==> config.mk <==
export PLATFORM = sky130hd
export DESIGN_NAME = alu_reducer
export DESIGN_NICKNAME = d
export VERILOG_FILES = /design/src/rtl/alu_reducer.sv
export SDC_FILE = /design/constraint.sdc
export NUM_CORES = 1
export LEC_CHECK = 0
export CAP_MARGIN = 5
export CORE_MARGIN = 4
export CORE_UTILIZATION = 60
export DETAILED_ROUTE_END_ITERATION = 8
export PLACE_DENSITY = 0.91
export SLEW_MARGIN = 20
export SYNTH_ARGS = -nofsm -noshare
export SYNTH_HDL_FRONTEND = slang
export SYNTH_SLANG_ARGS = --single-unit
==> constraint.sdc <==
create_clock -name clk_i -period 13.44 [get_ports clk_i]
set_clock_uncertainty 0.05 [all_clocks]
set_input_delay 1.344 -clock clk_i [delete_from_list [all_inputs] [get_ports clk_i]]
set_output_delay 1.344 -clock clk_i [all_outputs]
set_load 0.02 [all_outputs]
==> src/rtl/alu_reducer.sv <==
// alu_reducer: folds a stream of big-endian WIDTH_P-bit operands into an accumulator with ADD/MUL/AND/XOR
//   clk_i, rst_i (async, active-high)
//   valid_i, data_i, ready_o : byte stream in, a byte is taken when valid_i && ready_o
//   start_i, op_i, len_i      : begin a reduction of len_i operands with op_i (0 ADD, 1 MUL, 2 AND, 3 XOR)
//   busy_o, done_o, result_o  : activity flag, one-cycle completion pulse, accumulator
module alu_reducer #(
    parameter int WIDTH_P     = 32,
    parameter int LEN_WIDTH_P = 16
) (
    input  logic                   clk_i,
    input  logic                   rst_i,
    input  logic                   valid_i,
    input  logic [7:0]             data_i,
    output logic                   ready_o,
    input  logic                   start_i,
    input  logic [1:0]             op_i,
    input  logic [LEN_WIDTH_P-1:0] len_i,
    output logic                   busy_o,
    output logic                   done_o,
    output logic [WIDTH_P-1:0]     result_o
);
    localparam int BYTES_L = WIDTH_P / 8;
    localparam int BCW_L   = $clog2(BYTES_L + 1);
    localparam int MCW_L   = $clog2(WIDTH_P);
    localparam logic [1:0] OP_ADD = 2'd0, OP_MUL = 2'd1, OP_AND = 2'd2;

    typedef enum logic [2:0] {IDLE, COLLECT, EXEC, MUL, DONE} state_t;

    state_t                 state_q, state_d;
    logic [WIDTH_P-1:0]     acc_q, opnd_q, mcand_q, mplier_q, part_q;
    logic [BCW_L-1:0]       bcnt_q;
    logic [MCW_L-1:0]       mcnt_q;
    logic [LEN_WIDTH_P-1:0] rem_q;
    logic [1:0]             op_q;

    logic               accept, last_byte, mul_last, cnt_last;
    logic [WIDTH_P-1:0] part_nxt, opnd_shift, identity;

    assign accept     = valid_i && state_q == COLLECT;
    assign last_byte  = accept && bcnt_q == BCW_L'(BYTES_L - 1);
    assign mul_last   = mcnt_q == MCW_L'(WIDTH_P - 1);
    assign cnt_last   = rem_q == LEN_WIDTH_P'(1);
    assign part_nxt   = part_q + (mplier_q[0] ? mcand_q : '0);
    // new byte enters at the LSB end so the first byte ends up in the top byte
    assign opnd_shift = WIDTH_P'({opnd_q, data_i});
    assign identity   = op_i == OP_MUL ? WIDTH_P'(1) : op_i == OP_AND ? '1 : '0;

    assign ready_o  = state_q == COLLECT;
    assign busy_o   = state_q != IDLE;
    assign done_o   = state_q == DONE;
    assign result_o = acc_q;

    always_ff @(posedge clk_i or posedge rst_i) begin
        if (rst_i) state_q <= IDLE;
        else       state_q <= state_d;
    end

    always_comb begin
        state_d = state_q;
        case (state_q)
            IDLE:    if (start_i) state_d = len_i != '0 ? COLLECT : DONE;
            COLLECT: if (last_byte) state_d = EXEC;
            EXEC:    state_d = op_q == OP_MUL ? MUL : cnt_last ? DONE : COLLECT;
            MUL:     if (mul_last) state_d = cnt_last ? DONE : COLLECT;
            default: state_d = IDLE;
        endcase
    end

    always_ff @(posedge clk_i or posedge rst_i) begin
        if (rst_i) begin
            acc_q    <= '0;
            opnd_q   <= '0;
            mcand_q  <= '0;
            mplier_q <= '0;
            part_q   <= '0;
            bcnt_q   <= '0;
            mcnt_q   <= '0;
            rem_q    <= '0;
            op_q     <= '0;
        end else begin
            case (state_q)
                IDLE: if (start_i) begin
                    op_q   <= op_i;
                    rem_q  <= len_i;
                    acc_q  <= identity;
                    bcnt_q <= '0;
                end
                COLLECT: if (accept) begin
                    opnd_q <= opnd_shift;
                    bcnt_q <= bcnt_q + 1'b1;
                end
                EXEC: begin
                    bcnt_q <= '0;
                    if (op_q == OP_MUL) begin
                        mcand_q  <= acc_q;
                        mplier_q <= opnd_q;
                        part_q   <= '0;
                        mcnt_q   <= '0;
                    end else begin
                        acc_q <= op_q == OP_ADD ? acc_q + opnd_q :
                                 op_q == OP_AND ? acc_q & opnd_q : acc_q ^ opnd_q;
                        rem_q <= rem_q - 1'b1;
                    end
                end
                MUL: begin
                    // one shift-add step per cycle; the final step's sum is the truncated product
                    part_q   <= part_nxt;
                    mcand_q  <= mcand_q << 1;
                    mplier_q <= mplier_q >> 1;
                    mcnt_q   <= mcnt_q + 1'b1;
                    if (mul_last) begin
                        acc_q <= part_nxt;
                        rem_q <= rem_q - 1'b1;
                    end
                end
                default: ;
            endcase
        end
    end
endmodule

Word-level counts from Yosys, hierarchy flattened
Index checks and enable logic that the tools add are counted.
{ "totals": {"output_inout_bits": 35, "regBits": 189, "input_bits": 30, "elab_cells": 80} }
{ "op_classes": {"n_eq_ne": 17, "muxes": 31, "bitwise_logic": 2, "add_sub_neg": 5, "n_reduce_logical": 15} }
{ "ops": {"columns": ["cell", "n"], "rows": [
  ["32-bit two-way mux", 11],
  ["32-bit one-hot mux with 2 select lines", 3],
  ["32-bit one-hot mux with 3 select lines", 1],
  ["32-bit adder", 2],
  ["16-bit two-way mux", 3],
  ["16-bit one-hot mux with 3 select lines", 1],
  ["32-bit bitwise AND", 1],
  ["32-bit bitwise XOR", 1],
  ["3-bit two-way mux", 8],
  ["16-bit by 1-bit equality test with 1-bit output, second input constant", 1],
  ["16-bit nonzero test", 1],
  ["16-bit by 1-bit subtractor with 16-bit output, second input constant", 1],
  ["3-bit one-hot mux with 4 select lines", 1],
  ["5-bit one-hot mux with 2 select lines", 1],
  ["3-bit by 2-bit equality test with 1-bit output, second input constant", 3],
  ["3-bit one-hot mux with 3 select lines", 1],
  ["3-bit nonzero test", 3],
  ["2-bit inequality test, second input constant", 4],
  ["2-bit AND reduction", 3],
  ["3-bit AND reduction", 2],
  ["5-bit by 1-bit adder with 5-bit output, second input constant", 1],
  ["5-bit equality test, second input constant", 1],
  ["5-bit two-way mux", 1],
  ["2-bit by 1-bit equality test with 1-bit output, second input constant", 2],
  ["10 further kinds", 13]
]} }

Logic depth before layout (Yosys ltp)
Gate-level depths: netlist of the first run.
{ "logic_depth": {"word_depth": 5, "mapped_depth": 14} }

Worst setup path after synthesis of the first run
OpenSTA, ideal clock, no wires.
{ "synth_path": {"kind": "reg2reg", "from": "register mplier_q[0]", "to": "register acc_q[22], in the netlist result_o[22]", "setup_ns": 0.126, "period_less_slack_ns": 3.030, "path_buffers": 1, "arrival_time_ns": 2.854, "slack_ns": 10.410, "stages_incl_launch_ff": 15, "cell_sequence": "dfrtp_1 -> clkbuf_1 -> and2_1 -> ha_1 -> inv_1 -> fa_1 -> nor2b_1 -> o31a_1 -> o21ai_1 -> a21oi_2 -> o21ai_2 -> o21ai_1 -> a21oi_1 -> mux2i_1 -> o32a_1"} }
{ "synth_via": {"elab_chain_cells": 4} }
{ "synth_rtl": {"columns": ["item", "line", "rtl"], "rows": [
  ["from (decl)", "30", "logic [WIDTH_P-1:0] acc_q, opnd_q, mcand_q, mplier_q, part_q;"],
  ["from (signal assigned)", "96", "mplier_q <= opnd_q;"],
  ["from (signal assigned)", "109", "mplier_q <= mplier_q >> 1;"],
  ["32-bit two-way mux", "43", "assign part_nxt = part_q + (mplier_q[0] ? mcand_q : '0);"],
  ["32-bit adder", "43", null],
  ["32-bit two-way mux", "111", "if (mul_last) begin"],
  ["32-bit one-hot mux with 3 select lines", "81", "case (state_q)"],
  ["to (signal assigned)", "85", "acc_q <= identity;"],
  ["to (signal assigned)", "100", "acc_q <= op_q == OP_ADD ? acc_q + opnd_q :"],
  ["to (signal assigned)", "112", "acc_q <= part_nxt;"],
  ["to (decl)", "30", null]
]} }
No other way between the ends. The select of a mux whose other input is x is not followed.
A chain may end at the register's enable or synchronous reset.

Final worst setup path of the first run
{ "layout_path": {"from": "register state_q[0]", "to": "output port ready_o"} }
{ "layout_via": {"elab_chain_cells": 1} }
{ "layout_rtl": {"columns": ["item", "line", "rtl"], "rows": [
  ["from (decl)", "29", "state_t state_q, state_d;"],
  ["from (signal assigned)", "55", "else state_q <= state_d;"],
  ["3-bit by 1-bit equality test with 1-bit output", "48", "assign ready_o = state_q == COLLECT;"],
  ["to (decl)", "14", "output logic ready_o,"]
]} }
No other way between the ends.

==> flow_metrics.py, run 1 <==
metrics = {
    "status": {
        "outcome": "finished, final reports clean",
    },
    "critical_path": {
        "crit_fanout": 11,
        "r2r_end": "result_o[26]",
        "r2r-start": "mplier_q[0]",
        "endpoint_kind": "primary output",
        "max_stage_delay_ps": 650,
        "r2r_cells": 13,
        "cp_slowest_cell": "clkdlybuf4s50_1",
        "path_buf_inv": 2,
        "rrSetupSlack_ps": 9570,
        "crit_path_cell_trace": "buf_4 -> nor2b_1 -> nor2b_1 -> clkdlybuf4s50_1",
        "cp.required_ps": 12050,
        "critPathTopFamily": "buffers and inverters",
        "critPathKind": "flop to primary output",
        "worstPathArrival_ps": 2470,
        "start_kind": "flop",
        "cpMostUsedCell": "nor2b_1",
    },
    "power": {
        "p_leak_nw": 6.062,
        "ir_worst_vdd_v": 0.0001287,
        "power_per_cell_area_nw_per_um2": 284.1,
    },
    "sta": {
        "finalCriticalPeriod_ps": 3866,
        "maxSlewViolCount": 0,
        "finalHoldViolCount": 0,
        "fin_setup_tns_ps": 0,
        "slew_headroom_pct": 36.80,
        "timing.final.crit_share_pct": 28.77,
        "worstMarginPinSlew_ps": 948.1,
        "max_freq_mhz": 258.7,
        "setup_violations": 0,
        "rsz0062_at_grt": "false",
    },
    "floorplan": {
        "start_util_pct": 61.64,
        "die-width_um": 153.1,
        "fp.dieH_um": 153.1,
        "rows": 52,
        "die-area_um2": 23440,
        "io_pins": 65,
        "core_region_area_um2": 20490,
    },
    "place": {
        "hpwl_um": 24490,
        "gp_congestion": 0.9669,
        "portBuffers": 64,
        "dpl_cell_area_um2": 13370,
    },
    "logic_synthesis": {
        "synth_seq_cells": 189,
        "syn-num-nets": 1676,
        "muxShareOfSynthArea_pct": 3.575,
        "synth.area.top_cells": "dfrtp_1 (37%), nand2_1 (8.3%), ha_1 (6.9%), nor2_1 (5.3%), a31oi_1 (4.3%)",
        "synth_top_area_share_pct": 37.44,
        "synth_compound_area_share_pct": 22.96,
        "synth-xor-area-share_pct": 1.317,
        "syn_area_per_cell_um2": 8.026,
        "synth_top_family_by_area": "simple AND/OR/NAND/NOR gates",
        "seq_area_frac_synth_pct": 37.44,
        "synth_edf_count": 0,
        "ys.flop_type": "dfrtp_1",
        "synthAdderAreaFrac_pct": 7.250,
        "yosysTopAreaCell": "dfrtp_1",
        "yosysWarnings": 0,
        "netlist_instances": 1574,
        "yosys.area_share.simple_pct": 23.34,
        "ys_async_sr_fraction_pct": 100.0,
        "synth.cell_area_um2": 12630,
        "yosysUniqueCellTypes": 72,
    },
    "grt": {
        "grt_max_degree": 103,
        "grt_overflow": 0,
        "grt_pass1_wl_um": 57300,
        "grt_pass1_vias": 11010,
        "grt_antenna_before_repair": 0,
        "grt_usage_pct": 29.62,
    },
    "worst_hold_path": {
        "min_path_cells": 2,
        "hold_class": "flop to flop",
        "min_to": "part_q[10]",
        "hp-start": "part_q[10]",
    },
    "routing": {
        "final_antenna_net_count": 0,
        "drt_iter0_markers": 1181,
        "wl_per_cell_um": 18.94,
        "routed_wl_um": 35090,
        "first_pass_iters": 6,
        "vias": 12040,
        "vias_per_cell": 6.499,
        "drc_errors": 0,
    },
    "layout": {
        "syn2layout_area_growth_pct": 10.67,
        "final_common_cell": "nand2_1",
        "drive_above_1_share_pct": 6.700,
        "fin_area_um2": 13980,
        "nNetsFinal": 1672,
        "most-common-layout-cells": "nand2_1 (279), dfrtp_1 (188), nor2_1 (176)",
        "diodes": 0,
    },
    "clocking": {
        "cts.path.max_buffers": 2,
        "cts_buffers": 17,
        "clk_latency_ps": 450,
        "cts.hold.buffers_added": 0,
        "h-tree-depth": 4,
        "root_buffer": "clkbuf_16",
        "cts_tree": "done",
        "cts_sinks": 189,
        "cts_setup_buffers": 0,
        "clk_pin_slew_ps": 80,
        "ctsResizeCount": 0,
    },
    "run": {
        "cap_violations": 0,
    },
}
==> final cells by class <==
cell class,instances,area [µm²]
clock buffer,20,466.7
clock inverter,11,145.1
fill,1596,6514
inverter,33,131.4
multi-input combinational,1250,7412
sequential,189,4731
tap,270,337.8
timing repair buffer,79,757.0
==> stage by stage <==
step                util, %  std cells  setup slack [ps]  power (mW)  hold WS, ps
detailed placement    65.21       1821              9351       3.372        423.8
finish                68.22       1852              9574       3.973        439.6
global placement      65.21       1821              9453       3.288        415.8
global route          68.22       1852              9324       4.285        449.9
floorplan                 -       1574              6904       2.757        402.4
CTS                   68.20       1852              9571       3.921        440.0
==> routing by layer <==
layer  vias up  wire length, µm  global-route usage (%)
met5         -                0                       0
met1      5708            14880                   42.51
met2       631            15650                   44.80
met4         0             1073                   10.99
met3        88             3486                   5.824
li1       5610                -                       -
==> worst reg2reg max path, stage by stage (launching register included) <==
cell,delay [ps]
dfrtp_1,760
and2_1,230
ha_1,200
inv_1,70
fa_1,410
nor2b_1,190
o31a_1,180
o21ai_1,100
a21oi_2,290
o2111ai_1,310
a2111oi_0,490
nor3_1,140
mux2i_1,220
a31oi_1,110
==> synthesized netlist by cell type, drive strengths merged, types with 5 or more instances <==
cell / instances
a22oi: 15
clkbuf: 75
inv: 33
o21bai: 9
ha: 70
a31o: 5
and2: 40
nor3b: 7
nor2: 178
o31a: 6
o31ai: 6
mux2: 33
mux2i: 8
nand2: 281
a211oi: 13
o22ai: 11
and3: 7
o2111ai: 5
nand3: 30
o211ai: 8
nor2b: 18
xor2: 13
nand4: 9
a31oi: 87
dfrtp: 189
o32a: 7
or3: 9
nand2b: 12
buf: 27
nand3b: 5
o21a: 14
nor4: 14
o21ai: 110
a21o: 27
nor3: 41
a21oi: 107
xnor2: 6
==> how the worst max path moves through the flow <==
| stage | end | depth (start not counted) | start | slack (ps) |
|---|---|---|---|---|
| after floorplan | bcnt_q[0] | 1 | rst_i | 6900 |
| after global placement | result_o[31] | 10 | start_i | 9450 |
| after detailed placement | result_o[31] | 10 | start_i | 9350 |
| after CTS | result_o[26] | 13 | mplier_q[0] | 9570 |
| after global routing | result_o[26] | 13 | mplier_q[0] | 9320 |
| final | ready_o | 4 | state_q[0] | 9570 |
==> flip-flops by register name, indices dropped and copies added (netlist names) <==
signal    flops
result_o     32
bcnt_q        3
mplier_q     32
part_q       32
rem_q        16
opnd_q       32
mcand_q      32
mcnt_q        5
op_q          2
state_q       3
==> report_power, final <==
group          leakage [nW]  internal (mW)  total [mW]  switching, mW
Sequential             2.21          0.796        1.02          0.228
Combinational          3.55          0.958        2.42           1.46
Clock                 0.299          0.294       0.531          0.237
==> cells by family (layout without fill, tap and decap cells) <==
group                    after synthesis  count (layout)
AO/OA/AOI/OAI                        456             456
AND/OR/NAND/NOR                      662             662
flip-flops                           189             189
buffers and inverters                135             143
XOR/XNOR                              19              19
multiplexers                          41              41
adder cells (fa/ha/maj)               72              72
Note: power is estimated with default switching activity, not from simulation.
==> run 2: changes to the inputs <==
==> constraint.sdc (replaced) <==
create_clock -name clk_i -period 3.65 [get_ports clk_i]
set_clock_uncertainty 0.05 [all_clocks]
set_input_delay 0.365 -clock clk_i [delete_from_list [all_inputs] [get_ports clk_i]]
set_output_delay 0.365 -clock clk_i [all_outputs]
set_load 0.02 [all_outputs]
==> run 2 against run 1 <==
- first-iteration DRC count is 2.9% lower
- cell count increased by 0.76%
- worst setup slack worse by 9300 ps
- sequential share of layout area fell by 0.42 points
- via count up 2.3%
- utilization rose by 0.85 points
- cell area rose by 1.3%
- power rose to 3.8 times the previous value
- largest cell class unchanged
==> flow_metrics.py, run 2 (synthesis gave the netlist of run 1 again) <==
metrics = {
    "clocking": {
        "cts_tree": "done",
        "root_buffer": "clkbuf_16",
        "clk_latency_ps": 450,
        "cts.hold.buffers_added": 0,
        "cts.path.max_buffers": 2,
        "cts_setup_buffers": 0,
        "cts_buffers": 17,
        "clk_pin_slew_ps": 80,
        "cts_sinks": 189,
        "h-tree-depth": 4,
    },
    "critical_path": {
        "cpMostUsedCell": "a221o_1",
        "cp_slowest_cell": "dfrtp_1",
        "max_stage_delay_ps": 390,
        "critPathKind": "flop to flop",
        "crit_fanout": 31,
        "start_kind": "flop",
        "critPathTopFamily": "compound AO/OA/AOI/OAI gates",
        "crit_path_cell_trace": "buf_4 -> and2_1 -> ha_1 -> a21oi_2 -> o21ai_1 -> a221o_1 -> a221o_1 -> o21bai_1 -> a311oi_1 -> nor2_1 -> o32a_1",
        "endpoint_kind": "flop",
        "worstPathArrival_ps": 3640,
        "path_buf_inv": 1,
        "cp.required_ps": 3920,
    },
    "layout": {
        "diodes": 0,
        "most-common-layout-cells": "nand2_1 (279), dfrtp_1 (188), nor2_1 (176)",
        "fin_area_um2": 14160,
        "drive_above_1_share_pct": 7.519,
        "syn2layout_area_growth_pct": 12.05,
        "final_cells": 1866,
        "fin_util_pct": 69.07,
        "final_common_cell": "nand2_1",
        "nNetsFinal": 1685,
    },
    "routing": {
        "drc_errors": 0,
        "routed_wl_um": 37120,
        "final_antenna_net_count": 0,
        "drt_iter0_markers": 1147,
        "wl_per_cell_um": 19.89,
        "vias": 12320,
        "first_pass_iters": 6,
        "vias_per_cell": 6.600,
    },
    "sta": {
        "setup_violations": 0,
        "timing.final.crit_share_pct": 92.42,
        "finalHoldViolCount": 0,
        "maxSlewViolCount": 0,
        "setup_ws_ps": 276.6,
        "finalCriticalPeriod_ps": 3373,
        "rsz0062_at_grt": "false",
        "max_freq_mhz": 296.4,
        "worstMarginPinSlew_ps": 913.0,
        "slew_headroom_pct": 39.00,
        "fin_setup_tns_ps": 0,
        "holdWs_ps": 175.0,
    },
    "grt": {
        "grt_usage_pct": 31.20,
        "grt_pass1_wl_um": 60060,
        "grt_antenna_before_repair": 0,
        "grt_overflow": 0,
        "grt_pass1_vias": 11590,
        "grt_max_degree": 87,
    },
    "floorplan": {
        "io_pins": 65,
        "fp.dieH_um": 153.1,
        "die-width_um": 153.1,
        "core_region_area_um2": 20490,
        "rows": 52,
        "start_util_pct": 61.64,
        "die-area_um2": 23440,
    },
    "power": {
        "finalPower_mw": 14.93,
        "ir_worst_vdd_v": 0.0005098,
        "p_leak_nw": 6.150,
        "power_per_cell_area_nw_per_um2": 1055,
    },
    "run": {
        "cap_violations": 0,
    },
    "place": {
        "dpl_cell_area_um2": 13500,
        "dp_cells": 1834,
        "hpwl_um": 26420,
        "portBuffers": 64,
        "dp_slack_ps": 362.1,
        "gp_congestion": 0.9564,
    },
    "status": {
        "outcome": "finished, final reports clean",
    },
    "worst_hold_path": {
        "hold_class": "primary input to asynchronous set/reset pin",
    },
}
==> run 2: cell types whose count changed in the layout (fill, tap and decap cells not counted), sizes merged <==
cell	before	now
inv	39	38
clkinv	2	3
bufinv	2	4
clkinvlp	1	2
clkbuf	20	18
buf	15	28
==> run 2: path summary, 6_finish.rpt <==
check	startpoint	end	slack, ps	depth (start not counted)
max	mplier_q[0]	result_o[24]	280	11
min	rst_i	result_o[28]	180	2
max reg2reg	mplier_q[0]	result_o[24]	280	11
min reg2reg	part_q[9]	part_q[9]	440	2
max in group asynchronous	rst_i	op_q[1]	2620	3
min in group clk_i	part_q[9]	part_q[9]	440	2
==> run 2: cell type report <==
class | count | area (µm²)
sequential | 189 | 4731
timing repair buffer | 92 | 888.4
clock buffer | 18 | 429.2
clock inverter | 14 | 224.0
fill | 1621 | 6339
multi-input combinational | 1250 | 7418
inverter | 33 | 127.6
tap | 270 | 337.8
==> run 2: what timing repair did <==
action | CTS | global route
hold endpoints to repair | 0 | 0
resized for setup | 0 | 2
endpoints found under the setup margin | 0 | 2
==> run 2: where the power goes <==
part           switching, mW  total (mW)  internal [mW]
Sequential             0.867        3.80           2.93
Combinational           5.45        9.05           3.60
Clock                  0.904        2.08           1.18
==> run 2: layer usage <==
layer / routed length (µm) / part of all wire, % / vias up / global-route usage (%)
li1: - / - / 5631 / -
met1: 15390 / 41 / 5954 / 43.52
met2: 17000 / 46 / 622 / 48.89
met3: 3537 / 9.5 / 109 / 6.588
met4: 1195 / 3.2 / 0 / 10.27
met5: 0 / 0 / - / 0
